[src/rtl/layer_row_sequencer_if.sv]
// Bundle of every non-clock signal of layer_row_sequencer.
//   master : the sequencer side (drives status, output beats, storage buses, ld_ready)
//   slave  : the environment side (drives commands, out_ready, storage read data, loader)
// Groups: job command/status, output beat stream (valid/ready), storage read port,
// loader write request, storage write port.
interface layer_row_sequencer_if #(
    parameter int size      = 3,
    parameter int data_size = 16
);
    localparam int ROW_W = data_size * size;

    // job command / status
    logic              start;
    logic [31:0]       start_layer;
    logic [31:0]       num_layers;
    logic              busy;
    logic              done;
    logic              err;
    // output beat stream
    logic              out_valid;
    logic              out_ready;
    logic [ROW_W-1:0]  out_data;
    logic [31:0]       out_layer;
    logic [31:0]       out_row;
    logic              out_last;
    // storage read port
    logic [31:0]       st_read_layer_index;
    logic [31:0]       st_read_row_index;
    logic              st_is_read;
    logic [ROW_W-1:0]  st_read_data;
    // loader write request
    logic [ROW_W-1:0]  ld_data;
    logic [31:0]       ld_layer;
    logic [31:0]       ld_row;
    logic              ld_valid;
    logic              ld_ready;
    // storage write port
    logic [ROW_W-1:0]  st_write_data;
    logic [31:0]       st_write_layer_index;
    logic [31:0]       st_write_row_index;
    logic              st_is_write;

    modport master (
        input  start, start_layer, num_layers,
        output busy, done, err,
        output out_valid, out_data, out_layer, out_row, out_last,
        input  out_ready,
        output st_read_layer_index, st_read_row_index, st_is_read,
        input  st_read_data,
        input  ld_data, ld_layer, ld_row, ld_valid,
        output ld_ready,
        output st_write_data, st_write_layer_index, st_write_row_index, st_is_write
    );

    modport slave (
        output start, start_layer, num_layers,
        input  busy, done, err,
        input  out_valid, out_data, out_layer, out_row, out_last,
        output out_ready,
        input  st_read_layer_index, st_read_row_index, st_is_read,
        output st_read_data,
        output ld_data, ld_layer, ld_row, ld_valid,
        input  ld_ready,
        input  st_write_data, st_write_layer_index, st_write_row_index, st_is_write
    );
endinterface

[src/rtl/layer_row_sequencer.sv]
// layer_row_sequencer: streams the rows of consecutive layers out of matrix_storage
// as valid/ready beats through one registered output stage, and forwards loader
// writes to storage while stalling writes aimed at the layer being streamed.
// Ports:
//   clk      rising-edge clock
//   reset_n  asynchronous active-low reset
//   bus      layer_row_sequencer_if.master (command/status, beat stream,
//            storage read/write ports, loader request)
module layer_row_sequencer #(
    parameter int size      = 3,
    parameter int data_size = 16,
    parameter int max_layer = 5
) (
    input logic                    clk,
    input logic                    reset_n,
    layer_row_sequencer_if.master  bus
);
    localparam int          ROW_W   = data_size * size;
    localparam logic [31:0] SIZE_C  = 32'(size);
    localparam logic [31:0] SIZE_M1 = 32'(size - 1);
    localparam logic [31:0] MAX_L   = 32'(max_layer);
    localparam logic [31:0] MAX_M1  = 32'(max_layer - 1);

    typedef enum logic [1:0] {IDLE, STREAM, DRAIN} state_t;

    state_t           state_q, state_d;
    logic [31:0]      cur_layer_q, cur_layer_d;
    logic [31:0]      cur_row_q, cur_row_d;
    logic [31:0]      remaining_q, remaining_d;
    logic             busy_q, busy_d;
    logic             done_q, done_d;
    logic             err_q, err_d;
    logic             out_valid_q, out_valid_d;
    logic [ROW_W-1:0] out_data_q, out_data_d;
    logic [31:0]      out_layer_q, out_layer_d;
    logic [31:0]      out_row_q, out_row_d;
    logic             out_last_q, out_last_d;

    logic             issue;
    logic             is_last;
    logic             ld_ready_c;
    logic             ld_in_range;

    always_ff @(posedge clk or negedge reset_n) begin
        if (!reset_n) begin
            state_q     <= IDLE;
            cur_layer_q <= '0;
            cur_row_q   <= '0;
            remaining_q <= '0;
            busy_q      <= 1'b0;
            done_q      <= 1'b0;
            err_q       <= 1'b0;
            out_valid_q <= 1'b0;
            out_data_q  <= '0;
            out_layer_q <= '0;
            out_row_q   <= '0;
            out_last_q  <= 1'b0;
        end else begin
            state_q     <= state_d;
            cur_layer_q <= cur_layer_d;
            cur_row_q   <= cur_row_d;
            remaining_q <= remaining_d;
            busy_q      <= busy_d;
            done_q      <= done_d;
            err_q       <= err_d;
            out_valid_q <= out_valid_d;
            out_data_q  <= out_data_d;
            out_layer_q <= out_layer_d;
            out_row_q   <= out_row_d;
            out_last_q  <= out_last_d;
        end
    end

    // A layer is locked against writes only while it is the current read layer.
    assign ld_ready_c  = !(busy_q && (bus.ld_layer == cur_layer_q));
    assign ld_in_range = (bus.ld_layer < MAX_L) && (bus.ld_row < SIZE_C);

    always_comb begin
        state_d     = state_q;
        cur_layer_d = cur_layer_q;
        cur_row_d   = cur_row_q;
        remaining_d = remaining_q;
        busy_d      = busy_q;
        done_d      = 1'b0;
        err_d       = 1'b0;
        out_valid_d = out_valid_q;
        out_data_d  = out_data_q;
        out_layer_d = out_layer_q;
        out_row_d   = out_row_q;
        out_last_d  = out_last_q;
        issue       = 1'b0;
        is_last     = 1'b0;

        case (state_q)
            IDLE: begin
                if (bus.start) begin
                    if (bus.start_layer >= MAX_L) begin
                        err_d = 1'b1;
                    end else if (bus.num_layers == 32'd0) begin
                        done_d = 1'b1;
                    end else begin
                        cur_layer_d = bus.start_layer;
                        cur_row_d   = '0;
                        remaining_d = (bus.num_layers > MAX_L) ? MAX_L : bus.num_layers;
                        busy_d      = 1'b1;
                        state_d     = STREAM;
                    end
                end
            end
            STREAM: begin
                // The output register is free when empty or being drained this cycle.
                issue   = !out_valid_q || bus.out_ready;
                is_last = (remaining_q == 32'd1) && (cur_row_q == SIZE_M1);
                if (issue) begin
                    out_valid_d = 1'b1;
                    out_data_d  = bus.st_read_data;
                    out_layer_d = cur_layer_q;
                    out_row_d   = cur_row_q;
                    out_last_d  = is_last;
                    if (cur_row_q == SIZE_M1) begin
                        cur_row_d   = '0;
                        cur_layer_d = (cur_layer_q == MAX_M1) ? '0 : cur_layer_q + 32'd1;
                        remaining_d = remaining_q - 32'd1;
                    end else begin
                        cur_row_d = cur_row_q + 32'd1;
                    end
                    if (is_last) begin
                        state_d = DRAIN;
                    end
                end
            end
            DRAIN: begin
                if (out_valid_q && bus.out_ready) begin
                    out_valid_d = 1'b0;
                    done_d      = 1'b1;
                    busy_d      = 1'b0;
                    state_d     = IDLE;
                end
            end
            default: begin
                state_d = IDLE;
            end
        endcase

        // Out-of-range loader writes are acknowledged and dropped with an error pulse.
        if (bus.ld_valid && ld_ready_c && !ld_in_range) begin
            err_d = 1'b1;
        end
    end

    assign bus.busy                 = busy_q;
    assign bus.done                 = done_q;
    assign bus.err                  = err_q;
    assign bus.out_valid            = out_valid_q;
    assign bus.out_data             = out_data_q;
    assign bus.out_layer            = out_layer_q;
    assign bus.out_row              = out_row_q;
    assign bus.out_last             = out_last_q;
    assign bus.st_read_layer_index  = cur_layer_q;
    assign bus.st_read_row_index    = cur_row_q;
    assign bus.st_is_read           = issue;
    assign bus.ld_ready             = ld_ready_c;
    assign bus.st_write_data        = bus.ld_data;
    assign bus.st_write_layer_index = bus.ld_layer;
    assign bus.st_write_row_index   = bus.ld_row;
    assign bus.st_is_write          = bus.ld_valid && ld_ready_c && ld_in_range;
endmodule

[src/flat_wrapper.sv]
// flat-port wrapper written by rule: the top's interface ports become plain ports
module layer_row_sequencer_flat 
#(
    parameter int size      = 3,
    parameter int data_size = 16,
    parameter int max_layer = 5
)
  (clk, reset_n, bus_start, bus_start_layer, bus_num_layers, bus_busy, bus_done, bus_err, bus_out_valid, bus_out_data, bus_out_layer, bus_out_row, bus_out_last, bus_out_ready, bus_st_read_layer_index, bus_st_read_row_index, bus_st_is_read, bus_st_read_data, bus_ld_data, bus_ld_layer, bus_ld_row, bus_ld_valid, bus_ld_ready, bus_st_write_data, bus_st_write_layer_index, bus_st_write_row_index, bus_st_is_write);
  layer_row_sequencer_if #(.size(size), .data_size(data_size)) bus_i ();
  input logic clk;
  input logic reset_n;
  input wire logic [$bits(bus_i.start)-1:0] bus_start;
  input wire logic [$bits(bus_i.start_layer)-1:0] bus_start_layer;
  input wire logic [$bits(bus_i.num_layers)-1:0] bus_num_layers;
  output wire logic [$bits(bus_i.busy)-1:0] bus_busy;
  output wire logic [$bits(bus_i.done)-1:0] bus_done;
  output wire logic [$bits(bus_i.err)-1:0] bus_err;
  output wire logic [$bits(bus_i.out_valid)-1:0] bus_out_valid;
  output wire logic [$bits(bus_i.out_data)-1:0] bus_out_data;
  output wire logic [$bits(bus_i.out_layer)-1:0] bus_out_layer;
  output wire logic [$bits(bus_i.out_row)-1:0] bus_out_row;
  output wire logic [$bits(bus_i.out_last)-1:0] bus_out_last;
  input wire logic [$bits(bus_i.out_ready)-1:0] bus_out_ready;
  output wire logic [$bits(bus_i.st_read_layer_index)-1:0] bus_st_read_layer_index;
  output wire logic [$bits(bus_i.st_read_row_index)-1:0] bus_st_read_row_index;
  output wire logic [$bits(bus_i.st_is_read)-1:0] bus_st_is_read;
  input wire logic [$bits(bus_i.st_read_data)-1:0] bus_st_read_data;
  input wire logic [$bits(bus_i.ld_data)-1:0] bus_ld_data;
  input wire logic [$bits(bus_i.ld_layer)-1:0] bus_ld_layer;
  input wire logic [$bits(bus_i.ld_row)-1:0] bus_ld_row;
  input wire logic [$bits(bus_i.ld_valid)-1:0] bus_ld_valid;
  output wire logic [$bits(bus_i.ld_ready)-1:0] bus_ld_ready;
  output wire logic [$bits(bus_i.st_write_data)-1:0] bus_st_write_data;
  output wire logic [$bits(bus_i.st_write_layer_index)-1:0] bus_st_write_layer_index;
  output wire logic [$bits(bus_i.st_write_row_index)-1:0] bus_st_write_row_index;
  output wire logic [$bits(bus_i.st_is_write)-1:0] bus_st_is_write;
  assign bus_i.start = bus_start;
  assign bus_i.start_layer = bus_start_layer;
  assign bus_i.num_layers = bus_num_layers;
  assign bus_busy = bus_i.busy;
  assign bus_done = bus_i.done;
  assign bus_err = bus_i.err;
  assign bus_out_valid = bus_i.out_valid;
  assign bus_out_data = bus_i.out_data;
  assign bus_out_layer = bus_i.out_layer;
  assign bus_out_row = bus_i.out_row;
  assign bus_out_last = bus_i.out_last;
  assign bus_i.out_ready = bus_out_ready;
  assign bus_st_read_layer_index = bus_i.st_read_layer_index;
  assign bus_st_read_row_index = bus_i.st_read_row_index;
  assign bus_st_is_read = bus_i.st_is_read;
  assign bus_i.st_read_data = bus_st_read_data;
  assign bus_i.ld_data = bus_ld_data;
  assign bus_i.ld_layer = bus_ld_layer;
  assign bus_i.ld_row = bus_ld_row;
  assign bus_i.ld_valid = bus_ld_valid;
  assign bus_ld_ready = bus_i.ld_ready;
  assign bus_st_write_data = bus_i.st_write_data;
  assign bus_st_write_layer_index = bus_i.st_write_layer_index;
  assign bus_st_write_row_index = bus_i.st_write_row_index;
  assign bus_st_is_write = bus_i.st_is_write;
  layer_row_sequencer #(.size(size), .data_size(data_size), .max_layer(max_layer)) u_core (.clk(clk), .reset_n(reset_n), .bus(bus_i));
endmodule
[config.mk]
export PLATFORM = sky130hd
export DESIGN_NAME = layer_row_sequencer_flat
export DESIGN_NICKNAME = d
export VERILOG_FILES = /design/src/rtl/layer_row_sequencer_if.sv /design/src/rtl/layer_row_sequencer.sv /design/src/flat_wrapper.sv
export SDC_FILE = /design/constraint.sdc
export NUM_CORES = 1
export LEC_CHECK = 0
export ABC_AREA = 1
export CAP_MARGIN = 10
export CORE_AREA = 10 10 195 197
export CTS_BUF_LIST = sky130_fd_sc_hd__clkbuf_2 sky130_fd_sc_hd__clkbuf_4 sky130_fd_sc_hd__clkbuf_8
export DETAILED_ROUTE_END_ITERATION = 7
export DIE_AREA = 0 0 205 207
export PLACE_DENSITY = 0.74
export SLEW_MARGIN = 15
export SYNTH_ARGS = -nofsm -noshare
export SYNTH_HDL_FRONTEND = slang
export SYNTH_SLANG_ARGS = --single-unit
[constraint.sdc]
create_clock -name clk -period 1.9 [get_ports clk]
set_input_delay 0.38 -clock clk [delete_from_list [all_inputs] [get_ports clk]]
set_output_delay 0.38 -clock clk [all_outputs]
set_load 0.005 [all_outputs]
# Word-level counts from Yosys, hierarchy flattened
# Index checks and enable logic that the tools add are counted.
dict set report totals {
  ff_bits 215
}
dict set report classes {
  add_sub_neg 3
  n_lt_le_gt_ge 4
  eq_ne 13
  n_mux 44
  reduce_logical 22
}
# cell count
set op_table {}
lappend op_table {{$mux W32} 17}
lappend op_table {{$pmux W32 S2} 3}
lappend op_table {{$add A32 B1 Y32 const B} 2}
lappend op_table {{$eq A32 B1 Y1 const B} 1}
lappend op_table {{$eq A32 B2 Y1 const B} 1}
lappend op_table {{$eq A32 B3 Y1 const B} 1}
lappend op_table {{$eq A32 B32 Y1} 1}
lappend op_table {{$ge A32 B3 Y1 const B} 1}
lappend op_table {{$gt A32 B3 Y1 const B} 1}
lappend op_table {{$logic_not A32 Y1} 1}
lappend op_table {{$lt A32 B2 Y1 const B} 1}
lappend op_table {{$lt A32 B3 Y1 const B} 1}
lappend op_table {{$sub A32 B1 Y32 const B} 1}
lappend op_table {{$mux W1} 14}
lappend op_table {{$mux W2} 6}
lappend op_table {{$reduce_and A6 Y1} 2}
lappend op_table {{$reduce_and A5 Y1} 2}
lappend op_table {{$ne A2 B1 Y1 const B} 4}
lappend op_table {{$logic_and A1 B1 Y1} 7}
lappend op_table {{$ne A2 B2 Y1 const B} 3}
lappend op_table {{$pmux W1 S2} 3}
lappend op_table {{$pmux W2 S3} 1}
lappend op_table {{$reduce_bool A2 Y1} 3}
lappend op_table {{$logic_not A1 Y1} 3}
lappend op_table {{6 further kinds} 6}

# Logic depth before layout (Yosys ltp)
# Gate-level depths: netlist of the first run.
dict set report depth {
  depth_word 6
  ltp_mapped 12
  mapped_depth_nobuf 12
}

# Worst setup path before layout of the first run
# OpenSTA, ideal clock, no wires.
dict set report synth_timing {
  path_type {reg2reg}
  start {register u_core.cur_row_q[0], in the netlist u_core.bus.st_read_row_index[0]}
  end {register u_core.cur_layer_q[18], in the netlist u_core.bus.st_read_layer_index[18]}
  setup_ns 0.065
  arrival_ns 1.711
  t_required_ns 1.835
  setup_slack_ns 0.124
  path_stages_with_launch 12
  synth_period_minus_slack_ns 1.776
  path_cell_list {dfrtp_1 > inv_1 > ha_1 > nand3_1 > nor2_1 > nand2_1 > o21ai_1 > inv_1 > nor2_4 > buf_2 > nand2_1 > nand2_1}
}
dict set report synth_via {
  elab_chain_len 3
}
# element line_no
set synth_lines {}
lappend synth_lines {{from (decl)} layer_row_sequencer.sv:28} ;# logic [31:0] cur_row_q, cur_row_d;
lappend synth_lines {{from (signal assigned)} layer_row_sequencer.sv:61} ;# cur_row_q <= cur_row_d;
lappend synth_lines {{$eq A32 B2 Y1} layer_row_sequencer.sv:120} ;# if (cur_row_q == SIZE_M1) begin
lappend synth_lines {{$ne A2 B1 Y1 (no source line)} n/a}
lappend synth_lines {{$reduce_and A6 Y1 (no source line)} n/a}
lappend synth_lines {{to (signal assigned)} layer_row_sequencer.sv:60} ;# cur_layer_q <= cur_layer_d;
lappend synth_lines {{to (decl)} layer_row_sequencer.sv:27} ;# logic [31:0] cur_layer_q, cur_layer_d;
# Every way passes these cells.
# A chain may end at the register's enable or synchronous reset.

# Final worst setup path of the first run
dict set report layout_timing {
  start {register u_core.cur_layer_q[2], in the netlist u_core.bus.st_read_layer_index[2]}
  end {output bus_ld_ready}
}
dict set report layout_via {
  elab_chain_len 3
}
# element line_no
set layout_lines {}
lappend layout_lines {{$eq A32 B32 Y1} layer_row_sequencer.sv:75} ;# assign ld_ready_c = !(busy_q && (bus.ld_layer == cur_layer_q));
lappend layout_lines {{$logic_and A1 B1 Y1} layer_row_sequencer.sv:75}
lappend layout_lines {{$logic_not A1 Y1} layer_row_sequencer.sv:75}
lappend layout_lines {{to (decl)} flat_wrapper.sv:32} ;# output wire logic [$bits(bus_i.ld_ready)-1:0] bus_ld_ready;
# Every way passes these cells.

==> results.yml, run 1 <==
status:
  status: "complete, but fails checks"
  violations: "negative setup slack"
global_routing:
  grt_max_degree: 75
  grt_overflow_total: 0
  grt_pass1_wl_um: 87600
  track_usage: 0.261
  grt_pass1_vias: 15219
  antenna_found_initial: 6
clocking:
  cts_buffer_depth: 3
  clk_pin_slew_ns: 0.07
  insertion_delay_ns: 0.57
  clk_root_buffer_cell: "clkbuf_8"
  clock-sinks: 215
  numCtsBuffers: 40
  cts_tree: "built"
  cts_htree_levels: 2
setup_path:
  r2r_start: "u_core.bus.st_read_layer_index[0]"
  worst-path-buf-inv: 3
  path_cells: "inv_2, nand2_2, buf_6, nand4_1, nor3_2, nand2_1, nor2_1, nand4_1, buf_2"
  critPathTopFamily: "simple AND/OR/NAND/NOR gates"
  crit_path_start_kind: "flop"
  slowest_stage: "dfrtp_2"
  slowest_delay_ns: 0.43
  crit_top_cell: "nand4_1"
  worstReg2RegEnd: "u_core.bus.st_read_layer_index[30]"
  cp_max_fo: 3
  cp.required_ns: 1.52
  rr_worst_depth: 19
  cp.arrival_ns: 2.03
  path_class: "reg -> out"
  end_kind: "primary output"
  rrSetupSlack_ns: -0.20
power_and_ir_drop:
  total_power_mw: 23.9
  powerDensity_nw_per_um2: 1090
  p_leak_nw: 11.2
  vdd_drop_max_v: 0.000751
sta:
  hold_viol: 0
  worst_pin_slew_ns: 0.398
  finalWorstPathRequiredPeriod_ns: 2.41
  layout_setup_ws_ns: -0.507
  finalSetupViolCount: 70
  fin_hold_ws_ns: 0.279
  fmax_mhz: 415
  slew_violations: 0
  fin_crit_sh: 1.27
  fin_setup_tns_ns: -5.74
  maxSlewHeadroom: 0.735
  clock_skew_ns: 0.0296
  rsz0062_at_grt: "true"
place:
  dp.final_hpwl_um: 46000
  routabilityCongestion: 1.09
  dp.cells: 2975
  place_ws_ns: -0.802
  portBuffers: 428
route:
  via_count: 16052
  firstDrtPassIters: 6
  drt_iter0_markers: 1655
  drt-total-wl_um: 62200
  drc: 0
  viasPerCell: 5.15
  wl_per_cell_um: 20.0
  antenna_left: 0
floorplan:
  core-area_um2: 34100
  initial_core_util: 0.394
  fp.dieW_um: 205
  top_level_ports: 525
  dieHeight_um: 207
  rows: 68
  fp.dieArea_um2: 42400
yosys:
  synth_edf_count: 0
  synth_ff_type: "dfrtp_1"
  synth_cell_types: 34
  syn_area_per_cell_um2: 6.63
  seq_area_frac_synth: 0.400
  postSynthCellCount: 2030
  yosys_register_bits: 215
  ys_async_sr_fraction: 1.00
  ys_warn_count: 0
  synth_nets: 2265
  synth_area_um2: 13500
layout:
  drive_gt1_frac: 0.239
  final_common_cell: "nand2_1"
  syn_to_final_growth_pct: 63.0
  nets: 2864
  stdcell_count: 3116
  final_cell_mix: "nand2_1 (729), clkdlybuf4s50_1 (325), nor2_1 (250)"
worst_hold_path:
  hold_path_class: "in -> async"
job:
  drv_cap: 0
kinds of logic (layout without fill, tap and decap cells):
group	Yosys count	count (layout)	synth area share
XOR/XNOR	39	39	0.0254
flip-flops	215	215	0.400
adder cells (fa/ha/maj)	6	6	0.00558
other	0	3	0
AND/OR/NAND/NOR	1319	1319	0.394
buffers and inverters	306	934	0.118
AO/OA/AOI/OAI	145	145	0.0569
power by group:
part	switching [mW]	total, mW	internal, mW
combinational	6.11	12.0	5.86
clock	2.09	4.80	2.71
sequential	1.09	7.14	6.05
cell type report:
| cell class | instances | area [um^2] |
|---|---|---|
| Fill cell | 2975 | 12200 |
| Inverter | 134 | 513 |
| Clock inverter | 13 | 103 |
| Timing Repair Buffer | 729 | 7130 |
| Tap cell | 455 | 569 |
| Antenna cell | 3 | 7.51 |
| Clock buffer | 58 | 754 |
| Sequential cell | 215 | 5390 |
| Multi-Input combinational cell | 1509 | 7460 |
how the worst max path moves through the flow:
stage	from	to	depth (start not counted)
floorplan	u_core.bus.st_read_row_index[0]	u_core.bus.st_read_layer_index[18]	11
global placement	bus_ld_layer[29]	bus_st_is_write	8
detailed placement	bus_ld_layer[29]	bus_st_is_write	8
CTS	u_core.bus.st_read_layer_index[17]	bus_st_is_write	10
global route	u_core.bus.st_read_layer_index[4]	bus_st_is_write	10
finish	u_core.bus.st_read_layer_index[2]	bus_ld_ready	9
sequential cells by signal (all words and copies together), names as in the netlist:
| register | flops |
|---|---|
| u_core.bus.err | 1 |
| u_core.state_q | 2 |
| u_core.bus.out_row | 32 |
| u_core.bus.out_layer | 32 |
| u_core.bus.busy | 1 |
| u_core.bus.out_data | 48 |
| u_core.bus.out_last | 1 |
| u_core.bus.done | 1 |
| u_core.bus.st_read_row_index | 32 |
| u_core.remaining_q | 32 |
| u_core.bus.out_valid | 1 |
| u_core.bus.st_read_layer_index | 32 |
per-layer routing:
layer	share of wire	GRT usage
met1	0.39	0.323
met2	0.46	0.419
met3	0.11	0.0846
met4	0.041	0.0907
met5	0.00055	0
metrics by stage:
step	instance area (um^2)	util
2_1_floorplan	13500	-
3_3_place_gp	19200	0.562
3_5_place_dp	19200	0.562
4_1_cts	20400	0.598
5_1_grt	21900	0.643
6_report	21900	0.643
worst reg2reg max path: cells and delay by family (launching register included):
family / cells / cell delay [ns]
flip-flops: 1 / 0.45
AND/OR/NAND/NOR: 11 / 0.63
buffers and inverters: 7 / 0.80
adder cells (fa/ha/maj): 1 / 0.16
cell usage after synthesis (all sizes together) (2+ instances only):
cell / number / share of area
o31ai: 2 / 0.0011
nor4: 7 / 0.0033
ha: 6 / 0.0056
o21ai: 108 / 0.040
o2111ai: 4 / 0.0026
o21a: 2 / 0.0011
o22ai: 2 / 0.00093
nor2: 282 / 0.080
clkbuf: 39 / 0.011
nand2: 853 / 0.24
a21oi: 23 / 0.0086
dfrtp: 215 / 0.40
buf: 133 / 0.070
nand4: 31 / 0.015
nand3b: 3 / 0.0017
nand3: 100 / 0.038
or2: 15 / 0.0070
and2: 4 / 0.0019
o211ai: 2 / 0.0011
nor3: 23 / 0.0086
inv: 134 / 0.037
xor2: 33 / 0.021
xnor2: 6 / 0.0039
what timing repair did:
action                     4_1_cts  5_1_grt
gates cloned                     3       17
resized for setup              178      316
setup buffers                   25       26
pin swaps                       29       91
setup endpoints to repair      188      112
hold endpoints to repair        64        0
hold buffers                     1        0
(Power assumes the default switching activity.)
==> run 2, diff against run 1 <==
CTS_CLUSTER_SIZE = 14   (was not set)
==> results.yml, run 2 (synthesis results as in run 1) <==
layout:
  nets: 2864
  stdcell_count: 3116
  syn_to_final_growth_pct: 63.3
  final_cell_mix: "nand2_1 (707), clkdlybuf4s50_1 (329), nor2_1 (250)"
  largest_reg_flops: 48
  multi_input_area_um2: 7460
  drive_gt1_frac: 0.242
  final_common_cell: "nand2_1"
  regArea_um2: 5390
  fillers: 2980
global_routing:
  grt_pass1_vias: 15282
  antenna_found_initial: 6
  grt_overflow_total: 0
  track_usage: 0.265
  grt_pass1_wl_um: 88700
  grt_max_degree: 75
route:
  wl_per_cell_um: 20.1
  viasPerCell: 5.17
  firstDrtPassIters: 6
  drt-total-wl_um: 62500
  drt_iter0_markers: 1739
  drc: 0
  via_count: 16110
  antenna_left: 0
place:
  dp.final_hpwl_um: 46000
  portBuffers: 428
  routabilityCongestion: 1.09
  dp.cells: 2975
  place_ws_ns: -0.802
job:
  drv_cap: 0
clocking:
  clk_root_buffer_cell: "clkbuf_8"
  insertion_delay_ns: 0.57
  clock-sinks: 215
  cts_buffer_depth: 3
  cts_htree_levels: 2
  cts_tree: "built"
  clk_pin_slew_ns: 0.07
  numCtsBuffers: 40
floorplan:
  initial_core_util: 0.394
  fp.dieArea_um2: 42400
  rows: 68
  dieHeight_um: 207
  fp.dieW_um: 205
  core-area_um2: 34100
  top_level_ports: 525
sta:
  worst_pin_slew_ns: 0.405
  fin_crit_sh: 1.27
  finalSetupViolCount: 58
  maxSlewHeadroom: 0.730
  rsz0062_at_grt: "true"
  layout_setup_ws_ns: -0.510
  hold_viol: 0
  finalWorstPathRequiredPeriod_ns: 2.41
  clock_skew_ns: 0.0336
  fin_setup_tns_ns: -2.57
  slew_violations: 0
  fmax_mhz: 415
setup_path:
  r2r_start: "u_core.bus.st_read_layer_index[1]"
  crit_path_start_kind: "flop"
  cp.required_ns: 1.52
  path_class: "reg -> out"
  cp.arrival_ns: 2.03
  critPathLaunch: "u_core.bus.st_read_layer_index[20]"
  cp_max_fo: 2
  end_kind: "primary output"
power_and_ir_drop:
  p_leak_nw: 10.9
  total_power_mw: 23.8
  vdd_drop_max_v: 0.000708
  powerDensity_nw_per_um2: 1080
worst_hold_path:
  hold_path_class: "in -> async"
status:
  status: "complete, but fails checks"
  violations: "negative setup slack"
==> run 2: what timing repair did <==
| item | CTS | global route |
|---|---|---|
| cloned | 6 | 18 |
| resized for setup | 178 | 333 |
| pin swaps | 25 | 73 |
| endpoints found under the setup margin | 187 | 112 |
| endpoints found under the hold margin | 64 | 0 |
| hold buffers | 1 | 0 |
| buffers inserted | 28 | 24 |
==> run 2: layout make-up <==
cell class	count	area share
clock buffer	60	0.0353
inverter	134	0.0232
multi-input combinational	1509	0.340
clock inverter	10	0.00285
sequential	215	0.245
timing repair buffer	729	0.327
tap	455	0.0259
antenna	4	0.000456
==> run 2: report_power, final <==
part / switching, mW / total (mW) / internal (mW) / leakage [nW]
sequential: 1.06 / 7.11 / 6.05 / 2.68
clock: 2.07 / 4.70 / 2.62 / 0.449
combinational: 6.11 / 12.0 / 5.86 / 7.80
total: 9.24 / 23.8 / 14.5 / 10.9
==> run 2: routing by layer <==
metal | GRT usage | part of all wire
met3 | 0.0877 | 0.11
met2 | 0.424 | 0.47
met1 | 0.328 | 0.38
met4 | 0.0915 | 0.040
met5 | 0 | 0.00037
==> run 2: critical path, stage by stage (launching register included) <==
cell	delay, ns
dfrtp_1	0.40
xor2_1	0.20
nand2b_1	0.17
nor3_1	0.13
nand2_1	0.13
nor2_1	0.11
nand4_1	0.15
buf_2	0.19
==> run 2: worst paths after layout <==
kind | endpoint | slack (ns) | cells past startpoint
setup / recovery | bus_ld_ready | -0.51 | 7
max in group asynchronous | u_core.remaining_q[11] | 0.93 | 3
hold reg to reg | u_core.bus.out_data[6] | 0.47 | 2
setup reg to reg | u_core.bus.err | -0.06 | 12
hold / removal | u_core.bus.st_read_row_index[17] | 0.28 | 2
min in group clk | u_core.bus.out_data[20] | 0.35 | 3
==> run 2: through the flow <==
stage               utilization  hold slack [ns]  instance area [um^2]
detailed placement        0.562            0.252                 19200
global route              0.644            0.302                 22000
global placement          0.562            0.251                 19200
CTS                       0.601            0.274                 20500
floorplan                     -           0.0844                 13500
finish                    0.644            0.276                 22000
